File: src/rtl/fifo_pkg.sv
// Shared FIFO pointer constants and Gray/binary conversion helpers.
// Latency: combinational helpers only; no state.
// Backpressure: not applicable; used by both read- and write-side pointer blocks.
package fifo_pkg;

    // Default FIFO address width; depth is 2**ADDR_WIDTH.
    localparam int ADDR_WIDTH_DEF = 4;

    // Pointers carry one extra MSB so full and empty can be told apart.
    localparam int PTR_WIDTH_DEF  = ADDR_WIDTH_DEF + 1;

    // Helpers work on a fixed wide vector; callers zero-extend and truncate.
    // Leading zeros do not change either conversion, so any narrower pointer
    // width gives the correct result in its low bits.
    localparam int FN_W = 32;

    // Binary to reflected Gray code.
    function automatic logic [FN_W-1:0] bin2gray(input logic [FN_W-1:0] bin);
        return bin ^ (bin >> 1);
    endfunction

    // Reflected Gray code to binary: each bit is the XOR of itself and all
    // more-significant Gray bits.
    function automatic logic [FN_W-1:0] gray2bin(input logic [FN_W-1:0] gray);
        logic [FN_W-1:0] bin;
        bin = gray;
        for (int i = 1; i < FN_W; i++) begin
            bin = bin ^ (gray >> i);
        end
        return bin;
    endfunction

endpackage

File: src/rtl/sync_2ff.sv
// Two-flop synchronizer bringing a Gray-coded bus into the local clock domain.
// Latency: two clk edges from input change to q_o.
// Backpressure: none; samples every edge.
module sync_2ff #(
    parameter int WIDTH = 5
) (
    input  logic             clk,
    input  logic             rst,
    input  logic [WIDTH-1:0] d_i,
    output logic [WIDTH-1:0] q_o
);

    logic [WIDTH-1:0] meta_q;
    logic [WIDTH-1:0] sync_q;

    // Two back-to-back capture stages; both cleared by synchronous reset.
    always_ff @(posedge clk) begin
        if (rst) begin
            meta_q <= '0;
            sync_q <= '0;
        end else begin
            meta_q <= d_i;
            sync_q <= meta_q;
        end
    end

    assign q_o = sync_q;

endmodule

File: src/rtl/fifo_rd_ptr_ctrl.sv
// Read-side pointer controller of an async FIFO: read address, Gray pointer, empty/level flags.
// Latency: raddr/rptr_gray update on the edge of an accepted read; write-pointer changes reach empty/rd_count after two sync edges plus one.
// Backpressure: reads are accepted only while empty is low; a read while empty is dropped and latches underflow.
module fifo_rd_ptr_ctrl
    import fifo_pkg::*;
#(
    parameter int ADDR_WIDTH = ADDR_WIDTH_DEF
) (
    input  logic                  clk,
    input  logic                  rst,
    input  logic                  rd_en,
    input  logic [ADDR_WIDTH:0]   wptr_gray_async,
    output logic [ADDR_WIDTH-1:0] raddr,
    output logic [ADDR_WIDTH:0]   rptr_gray,
    output logic                  empty,
    output logic                  almost_empty,
    output logic [ADDR_WIDTH:0]   rd_count,
    output logic                  rd_valid,
    output logic                  underflow
);

    localparam int PTR_W = ADDR_WIDTH + 1;

    // Write pointer as seen in the read domain.
    logic [PTR_W-1:0] wq2_wptr;
    logic [PTR_W-1:0] wbin_sync;

    // Registered read-side state and its next-state values.
    logic [PTR_W-1:0] rbin_q,      rbin_d;
    logic [PTR_W-1:0] rgray_q,     rgray_d;
    logic             empty_q,     empty_d;
    logic [PTR_W-1:0] rd_count_q,  rd_count_d;
    logic             rd_valid_q,  rd_valid_d;
    logic             underflow_q, underflow_d;

    logic             accepted;

    sync_2ff #(
        .WIDTH (PTR_W)
    ) u_wptr_sync (
        .clk (clk),
        .rst (rst),
        .d_i (wptr_gray_async),
        .q_o (wq2_wptr)
    );

    // Next-state logic: advance on accepted reads and recompare against the
    // synchronized write pointer using the post-read pointer, so a read and a
    // write-pointer update landing on the same edge are both accounted for.
    always_comb begin
        accepted    = rd_en && !empty_q;
        rbin_d      = rbin_q + PTR_W'(accepted);
        rgray_d     = PTR_W'(bin2gray(FN_W'(rbin_d)));
        wbin_sync   = PTR_W'(gray2bin(FN_W'(wq2_wptr)));
        empty_d     = (rgray_d == wq2_wptr);
        rd_count_d  = wbin_sync - rbin_d;
        rd_valid_d  = accepted;
        underflow_d = underflow_q || (rd_en && empty_q);
    end

    // State registers; reset leaves the FIFO looking empty until the
    // synchronizer has resampled the write pointer.
    always_ff @(posedge clk) begin
        if (rst) begin
            rbin_q      <= '0;
            rgray_q     <= '0;
            empty_q     <= 1'b1;
            rd_count_q  <= '0;
            rd_valid_q  <= 1'b0;
            underflow_q <= 1'b0;
        end else begin
            rbin_q      <= rbin_d;
            rgray_q     <= rgray_d;
            empty_q     <= empty_d;
            rd_count_q  <= rd_count_d;
            rd_valid_q  <= rd_valid_d;
            underflow_q <= underflow_d;
        end
    end

    // Memory address comes straight from the register; the low bits wrap
    // naturally and the extra MSB only serves full/empty discrimination.
    assign raddr        = rbin_q[ADDR_WIDTH-1:0];
    assign rptr_gray    = rgray_q;
    assign empty        = empty_q;
    assign rd_count     = rd_count_q;
    assign almost_empty = (rd_count_q <= PTR_W'(1));
    assign rd_valid     = rd_valid_q;
    assign underflow    = underflow_q;

endmodule
File: config.mk
export PLATFORM = sky130hd
export DESIGN_NAME = fifo_rd_ptr_ctrl
export DESIGN_NICKNAME = d
export VERILOG_FILES = /design/src/rtl/fifo_pkg.sv /design/src/rtl/sync_2ff.sv /design/src/rtl/fifo_rd_ptr_ctrl.sv
export SDC_FILE = /design/constraint.sdc
export NUM_CORES = 1
export LEC_CHECK = 0
export CAP_MARGIN = 20
export CORE_UTILIZATION = 25
export CTS_CLUSTER_SIZE = 30
export DETAILED_ROUTE_END_ITERATION = 8
export DONT_BUFFER_PORTS = 1
export GPL_TIMING_DRIVEN = 0
export PLACE_DENSITY = 0.39
export SYNTH_ARGS = -nofsm -noshare
export SYNTH_HDL_FRONTEND = slang
export SYNTH_SLANG_ARGS = --single-unit
File: constraint.sdc
create_clock -name clk -period 3.4 [get_ports clk]
set_input_delay 0.68 -clock clk [delete_from_list [all_inputs] [get_ports clk]]
set_output_delay 0.68 -clock clk [all_outputs]
set_load 0.03 [all_outputs]
## Yosys cells after proc, flatten, opt, wreduce, memory -nomap -nowiden

Index checks and enable logic that the tools add are counted.

- Bits of input ports: 8
- Output and inout port bits: 18
- Logic and storage cells: 21
- Register bits: 28

- $lt $le $gt $ge: 1
- $add $sub $neg: 2
- Eq/ne operators: 1
- Reduce and logical (&&, ||, !) cells: 4
- Bitwise operators: 5

Operator list:

| operator | number |
|---|---|
| $xor A5 B4 Y5 | 2 |
| $add A5 B1 Y5 | 1 |
| $eq A5 B5 Y1 | 1 |
| $le A5 B1 Y1 const B | 1 |
| $sub A5 B5 Y5 | 1 |
| $xor A5 B1 Y5 | 1 |
| $xor A5 B2 Y5 | 1 |
| $xor A5 B3 Y5 | 1 |
| $logic_and A1 B1 Y1 | 2 |
| $logic_not A1 Y1 | 1 |
| $logic_or A1 B1 Y1 | 1 |

## Depth between registers and ports, before layout

Gate-level depths: netlist (run 1).

- Word-level depth: 5
- Mapped depth: 11
- Depth with buffers taken out: 11

## Hierarchy

From an unflattened synthesis (run 1), not the netlist that was laid out.

- Cells, all modules: 108
- Area total of the unflattened synthesis: 1142.3 sq um

By module, submodules not included:

| module | sequential area each (sq um) | area each (sq um) | cells an instance | times used |
|---|---|---|---|---|
| fifo_rd_ptr_ctrl | 340.3 | 879.6 | 88 | 1 |
| sync_2ff | 200.2 | 262.8 | 20 | 1 |

## Least setup slack after synthesis (run 1)

No wires, ideal clock.

- Path type: in2reg
- Start point: input rd_en
- End point: register rd_count_q[4] (netlist: rd_count[4])
- Arrival time: 2.564 ns
- Setup slack: 0.708 ns
- Buffers on the path: 0
- Setup time: 0.128 ns
- Required time: 3.272 ns
- Stages on the path: 9
- Path through: nor2b_1 > ha_1 > ha_1 > xnor2_2 > ha_1 > a21o_1 > maj3_2 > xnor2_1 > nor2_1

- Cells in the longest elaborated chain, start to end: 3

RTL lines:

| what | line | text |
|---|---|---|
| start: declaration | fifo_rd_ptr_ctrl.sv:11 | `input logic rd_en,` |
| $logic_and A1 B1 Y1 | fifo_rd_ptr_ctrl.sv:51 | `accepted = rd_en && !empty_q;` |
| $add A5 B1 Y5 | fifo_rd_ptr_ctrl.sv:52 | `rbin_d = rbin_q + PTR_W'(accepted);` |
| $sub A5 B5 Y5 | fifo_rd_ptr_ctrl.sv:56 | `rd_count_d = wbin_sync - rbin_d;` |
| end signal: assignment | fifo_rd_ptr_ctrl.sv:75 | `rd_count_q <= rd_count_d;` |
| end: declaration | fifo_rd_ptr_ctrl.sv:32 | `logic [PTR_W-1:0] rd_count_q, rd_count_d;` |

No other way between the ends.
A chain may end at the register's enable or synchronous reset.

## Worst setup path in the final report (run 1)

- Start point: register u_wptr_sync.sync_q[3] (netlist: u_wptr_sync.q_o[3])
- End point: register rd_count_q[4] (netlist: rd_count[4])

- Cells in the longest elaborated chain, start to end: 5

RTL lines:

| what | line | text |
|---|---|---|
| start: declaration | sync_2ff.sv:14 | `logic [WIDTH-1:0] sync_q;` |
| start signal: assignment | sync_2ff.sv:23 | `sync_q <= meta_q;` |
| $xor A5 B4 Y5 | fifo_pkg.sv:28 | `bin = bin ^ (gray >> i);` |
| $xor A5 B3 Y5 | fifo_pkg.sv:28 |  |
| $xor A5 B2 Y5 * | fifo_pkg.sv:28 |  |
| $xor A5 B1 Y5 * | fifo_pkg.sv:28 |  |
| $sub A5 B5 Y5 * | fifo_rd_ptr_ctrl.sv:56 |  |

Every way passes the cells marked *; elsewhere a longest branch is shown, timed or not.

==> run_results.csv, run 1 <==
group,metric,value,unit
clock_tree,cts_resized,0,
worst_setup_path,crit_end,"rd_count[4]",
timing,fin_tns_setup,0,ns
yosys,synth_most_common_cell,"dfxtp_1",
layout,fin_nets,128,
route,antenna_left,0,
power,combPwrFrac,0.149,
route,via_per_inst,4.01,
power,p_per_area,531,nW/µm²
layout,diodes,0,
outcome,outcome,"completed",
power,power,670,µW
placed_design,place_hpwl,1430,µm
worst_setup_path,regToRegEndpoint,"rd_count[4]",
clock_tree,cts_tree,"yes",
yosys,synth_commonest_cells,"dfxtp_1, nor2b_1, xnor2_1",
layout,fillCellCount,477,
worst_setup_path,path_cells,"xnor2_1, xnor2_1, xor2_1, xnor2_1, ha_1, inv_1, fa_1, a21o_1, maj3_2, xnor2_1, nor2_1",
worst_setup_path,worstRegToRegCells,11,
floorplan,io_pins,26,
power,sw_frac_of_total,0.297,
yosys,synth_top_area_cell,"dfxtp_1",
route,first_iter_violations,14,
global_route,grt_use_total,0.0860,
route,drt-pass1-iter-count,4,
clock_tree,htree_levels,1,
yosys,yosysTopAreaCellShare,0.473,
floorplan,initial_utilization,0.261,
placed_design,placement.io_buffers,0,
worst_setup_path,worstSetupPathType,"reg2reg",
floorplan,die_y,69.6,µm
floorplan,core_region_area,4380,µm²
floorplan,die_x,69.6,µm
yosys,syn_area,1140,µm²
power,pwr-share-clk,0.270,
route,routed_wl,1920,µm
min_path,hold_class,"reg2reg",
worst_setup_path,max_stage_delay,0.39,ns
timing,setup_viol,0,
layout,drive_above_1_share,0.0973,
timing,fin_skew,0.00600,ns
power,power_switching,199,µW
timing,clock.fmax,350,MHz
route,vias,662,
yosys,synth_cell_types,26,
yosys,yosysSeqAreaShare,0.473,
worst_setup_path,arrival,3.00,ns
timing,max-slew-margin-rel,0.599,
worst_setup_path,reg2reg_from,"u_wptr_sync.q_o[3]",
worst_setup_path,crit_top_cell,"xnor2_1",
yosys,netlist_top_cells_area,"dfxtp_1, xnor2_1, nor2b_1",
timing,rsz0062_at_grt,"no",
yosys,ys_ff_latch,27,
timing,slew_violations,0,
worst_setup_path,worstSetupStartpoint,"u_wptr_sync.q_o[3]",
yosys,synth.net_count,122,
timing,fin_crit,2.86,ns
yosys,synthArstFlopShare,0,
clock_tree,cts_sinks,27,
clock_tree,cts_buffer_depth,2,
clock_tree,numCtsBuffers,3,
global_route,grt_pass1_vias,663,
yosys,ys_warn_count,0,
worst_setup_path,cp-start-kind,"register",
clock_tree,cts-root-buf,"clkbuf_8",
timing,max_slew.worst_pin.slew,0.601,ns
global_route,grt_pass1_wl,3200,µm
floorplan,rows,24,
route,wire_per_inst,11.6,µm
layout,area_growth,10.4,%
route,drc,0,
clock_tree,clk_pin_slew,0.09,ns
power,worst_ir_drop_vdd,0.000210,V
power,leakage,0.492,nW
yosys,synth-edff-count,0,
clock_tree,worstSkewPairLatency,0.27,ns
flow_run,cap_violations,0,
placed_design,place.gp.congestion,0.670,
floorplan,dieArea,4840,µm²
worst_setup_path,reg2reg_setup_slack,0.54,ns
global_route,grt_max_degree,17,
global_route,overflow,0,
worst_setup_path,cp-end-kind,"register",
yosys,synthCells,108,
worst_setup_path,required,3.55,ns
power,cell_internal_pwr,471,µW
global_route,antenna_found_initial,0,
yosys,synth_top_flop_cell,"dfxtp_1",
clock_tree,hold_buffers,0,
yosys,syn_area_per_cell,10.6,µm²
timing,post-route-period-util,0.841,
power,power.share.sequential,0.581,
clock_tree,postCtsSetupRepairBufs,0,
worst_setup_path,crit_slowest_cell,"fa_1",
worst_setup_path,cp_max_fo,3,
timing,hold_viol,0,
worst max-delay path: cells and delay by family, from the launching register on:
| kind | cells | cell delay [ns] |
|---|---|---|
| AOI/OAI and AO/OA | 1 | 0.20 |
| xor gates and xnor gates | 5 | 1.23 |
| adders and majority gates | 3 | 0.86 |
| buffers and inverters | 1 | 0.06 |
| DFF | 1 | 0.34 |
| and+or+nand+nor | 1 | 0.05 |
routing by layer:
metal	vias up	routed length (µm)	global-route usage
li1	356	-	-
met1	279	952	0.114
met2	25	815	0.132
met3	2	142	0.0334
met4	0	12	0.0204
met5	-	0	0
flip-flops by register name (all words and copies together) (netlist names):
| register | flops |
|---|---|
| empty | 1 |
| rbin_q | 4 |
| rd_valid | 1 |
| u_wptr_sync.q_o | 5 |
| rd_count | 5 |
| rptr_gray | 5 |
| underflow | 1 |
| u_wptr_sync.meta_q | 5 |
metrics by stage:
step	instances	cell area, µm²	utilization	setup slack [ns]	hold WS (ns)
floorplan	108	1140	-	0.708	0.414
finish	165	1260	0.288	0.542	0.441
global route	165	1260	0.288	0.264	0.437
detailed placement	161	1210	0.277	0.431	0.420
CTS	165	1260	0.288	0.482	0.445
global placement	160	1210	0.275	0.440	0.429
cell type report:
type	count	area [µm²]	area share
flip-flops and latches	27	541	0.429
multi-input cells	76	583	0.462
plain buffers	2	7.51	0.00595
well taps	52	65.1	0.0516
repair buffers	1	5.00	0.00397
inverters	3	11.3	0.00893
clock inverters	1	7.51	0.00595
clock buffers	3	41.3	0.0327
cells in the final DEF (no fill, tap or decap):
cell and n:
dfxtp_1 27, xnor2_1 15, nor2b_1 15, nor2_1 14, ha_1 5, xor2_1 4
nand2_1 4, inv_1 3, clkbuf_8 3, clkbuf_1 2, a21o_1 2, a21oi_1 2
xnor2_2 1, nor4_1 1, nand3_2 1, xor2_2 1, xnor3_1 1, mux2_2 1
a31oi_1 1, a21oi_4 1, nand3_1 1, and2_1 1, nor3_1 1, maj3_2 1
o21ai_0 1, a41o_1 1, fa_1 1, clkinvlp_4 1, buf_2 1
cell families (layout without fill, tap and decap cells):
kind of cell,after synthesis,count (layout),synth area share
buf+inv,5,10,0.0164
mux,1,1,0.00986
flops,27,27,0.473
compound gates,8,8,0.0548
xor+xnor,22,22,0.194
simple gates,38,38,0.170
fa+ha+maj,7,7,0.0821
worst min-delay path by stage:
stage / startpoint / endpoint / slack (ns) / depth (start not counted)
2_1_floorplan: u_wptr_sync.meta_q[0] / u_wptr_sync.q_o[0] / 0.41 / 1
3_5_place_dp: u_wptr_sync.meta_q[0] / u_wptr_sync.q_o[0] / 0.42 / 1
3_3_place_gp: u_wptr_sync.meta_q[3] / u_wptr_sync.q_o[3] / 0.43 / 1
5_1_grt: rst / u_wptr_sync.meta_q[4] / 0.44 / 1
4_1_cts: u_wptr_sync.meta_q[0] / u_wptr_sync.q_o[0] / 0.44 / 1
6_report: u_wptr_sync.meta_q[0] / u_wptr_sync.q_o[0] / 0.44 / 1
power by group through the flow:
stage / registers (mW) / logic (mW) / clock network [mW]
after detailed placement: 0.397 / 0.101 / 0
final: 0.389 / 0.0998 / 0.181
after global placement: 0.398 / 0.0987 / 0
after CTS: 0.390 / 0.102 / 0.195
after floorplan: 0.394 / 0.0841 / 0
after global routing: 0.392 / 0.114 / 0.205
(Power assumes the default switching activity.)
==> inputs of run 2 (changes only) <==
- clock period: 3.4 -> 2.78 ns (I/O delays scaled with it)
==> run 2 against run 1 <==
  * Largest power group unchanged
  * Fmax rose by 9.9%
  * Non-clock buffer count rose by 2
  * Critical endpoint unchanged
  * Die area did not move
  * Largest cell class unchanged
  * Clock skew barely moved
  * Cell area rose by 4.2%
  * Global-route usage barely moved
==> run_results.csv, run 2 (synthesis results as in run 1) <==
group,metric,value,unit
worst_setup_path,cp-start-kind,"register",
timing,post-route-period-util,0.936,
layout,utilization,0.300,
global_route,grt_pass1_wl,3190,µm
power,p_per_area,633,nW/µm²
worst_setup_path,max_stage_delay,0.39,ns
timing,clock.fmax,384,MHz
timing,finalWorstSetupSlack,0.179,ns
route,vias,672,
timing,hold_viol,0,
timing,fin_crit,2.60,ns
floorplan,die_y,69.6,µm
power,power,831,µW
global_route,grt_pass1_vias,661,
floorplan,initial_utilization,0.261,
timing,slew_violations,0,
route,routed_wl,1930,µm
power,pwr-share-clk,0.267,
placed_design,dp_cells,161,
timing,fin_skew,0.00576,ns
layout,drive_above_1_share,0.157,
worst_setup_path,required,2.93,ns
floorplan,rows,24,
worst_setup_path,path_cells,"xnor2_2, xnor2_2, xor2_2, xnor2_1, ha_1, inv_1, fa_1, a21o_1, maj3_2, xnor2_1, nor2_1",
clock_tree,cts-root-buf,"clkbuf_8",
clock_tree,worstSkewPairLatency,0.27,ns
placed_design,place.gp.congestion,0.670,
clock_tree,cts_sinks,27,
floorplan,die_x,69.6,µm
clock_tree,clk_pin_slew,0.09,ns
layout,area_growth,15.0,%
route,drc,0,
clock_tree,cts_tree,"yes",
layout,mostFrequentLayoutCells,"dfxtp_1, nor2b_1, nor2_1",
worst_setup_path,cp-end-kind,"register",
timing,setup_viol,0,
layout,final_area,1310,µm²
placed_design,place_area,1210,µm²
power,power.share.sequential,0.574,
clock_tree,htree_levels,1,
layout,fin_cells,167,
route,first_iter_violations,16,
power,power_switching,247,µW
min_path,hold_class,"in2reg",
worst_setup_path,reg2reg_setup_slack,0.18,ns
worst_setup_path,arrival,2.75,ns
route,drt-pass1-iter-count,4,
flow_run,cap_violations,0,
timing,max_slew.worst_pin.slew,0.666,ns
route,antenna_left,0,
worst_setup_path,cp_max_fo,3,
worst_setup_path,worstSetupPathType,"reg2reg",
outcome,outcome,"completed",
placed_design,placement.io_buffers,0,
power,cell_internal_pwr,584,µW
layout,diodes,0,
placed_design,dp_slack,-0.0889,ns
power,sw_frac_of_total,0.297,
placed_design,place_hpwl,1430,µm
route,via_per_inst,4.02,
worst_setup_path,crit_family,"XOR/XNOR gates",
global_route,grt_use_total,0.0857,
global_route,antenna_found_initial,0,
global_route,overflow,0,
clock_tree,cts_buffer_depth,2,
global_route,grt_max_degree,17,
worst_setup_path,crit_slowest_cell,"fa_1",
layout,fillCellCount,471,
floorplan,dieArea,4840,µm²
route,wire_per_inst,11.6,µm
layout,fin_nets,130,
layout,layout_commonest_cell,"dfxtp_1",
floorplan,io_pins,26,
timing,max-slew-margin-rel,0.556,
power,worst_ir_drop_vdd,0.000259,V
power,leakage,0.511,nW
clock_tree,hold_buffers,0,
power,combPwrFrac,0.159,
worst_setup_path,crit_buf_inv,1,
timing,fin_tns_setup,0,ns
floorplan,core_region_area,4380,µm²
clock_tree,numCtsBuffers,3,
timing,timing.hold.ws,0.339,ns
-- run 2: repair_timing --
item,CTS,global route
endpoints found under the setup margin,1,1
gates cloned,0,0
resized for setup,3,3
setup buffers,0,2
pin swaps,0,1
-- run 2: power groups by stage --
stage | Sequential (mW) | Clock, mW | Combinational (mW)
after global routing | 0.481 | 0.251 | 0.149
after global placement | 0.486 | 0 | 0.121
final | 0.477 | 0.222 | 0.132
after floorplan | 0.482 | 0 | 0.103
after CTS | 0.478 | 0.238 | 0.126
after detailed placement | 0.486 | 0 | 0.123
-- run 2: final cells by class --
class	instances	area (µm²)	area share
repair buffers	3	20.0	0.0152
clock buffers	3	41.3	0.0314
well taps	52	65.1	0.0495
clock inverters	1	7.51	0.00571
inverters	3	11.3	0.00857
multi-input cells	76	619	0.471
plain buffers	2	7.51	0.00571
flip-flops and latches	27	542	0.412
-- run 2: per-layer routing --
layer | wire (µm) | vias up | global-route usage
li1 | - | 359 | -
met1 | 946 | 284 | 0.113
met2 | 825 | 27 | 0.132
met3 | 147 | 2 | 0.0334
met4 | 12 | 0 | 0.0204
met5 | 0 | - | 0
-- run 2: worst paths after layout --
kind	startpoint	to	cells after the start
setup reg to reg	u_wptr_sync.q_o[3]	rd_count[4]	11
hold / removal	rst	u_wptr_sync.meta_q[4]	1
hold reg to reg	u_wptr_sync.meta_q[0]	u_wptr_sync.q_o[0]	1
setup / recovery	u_wptr_sync.q_o[3]	rd_count[4]	11
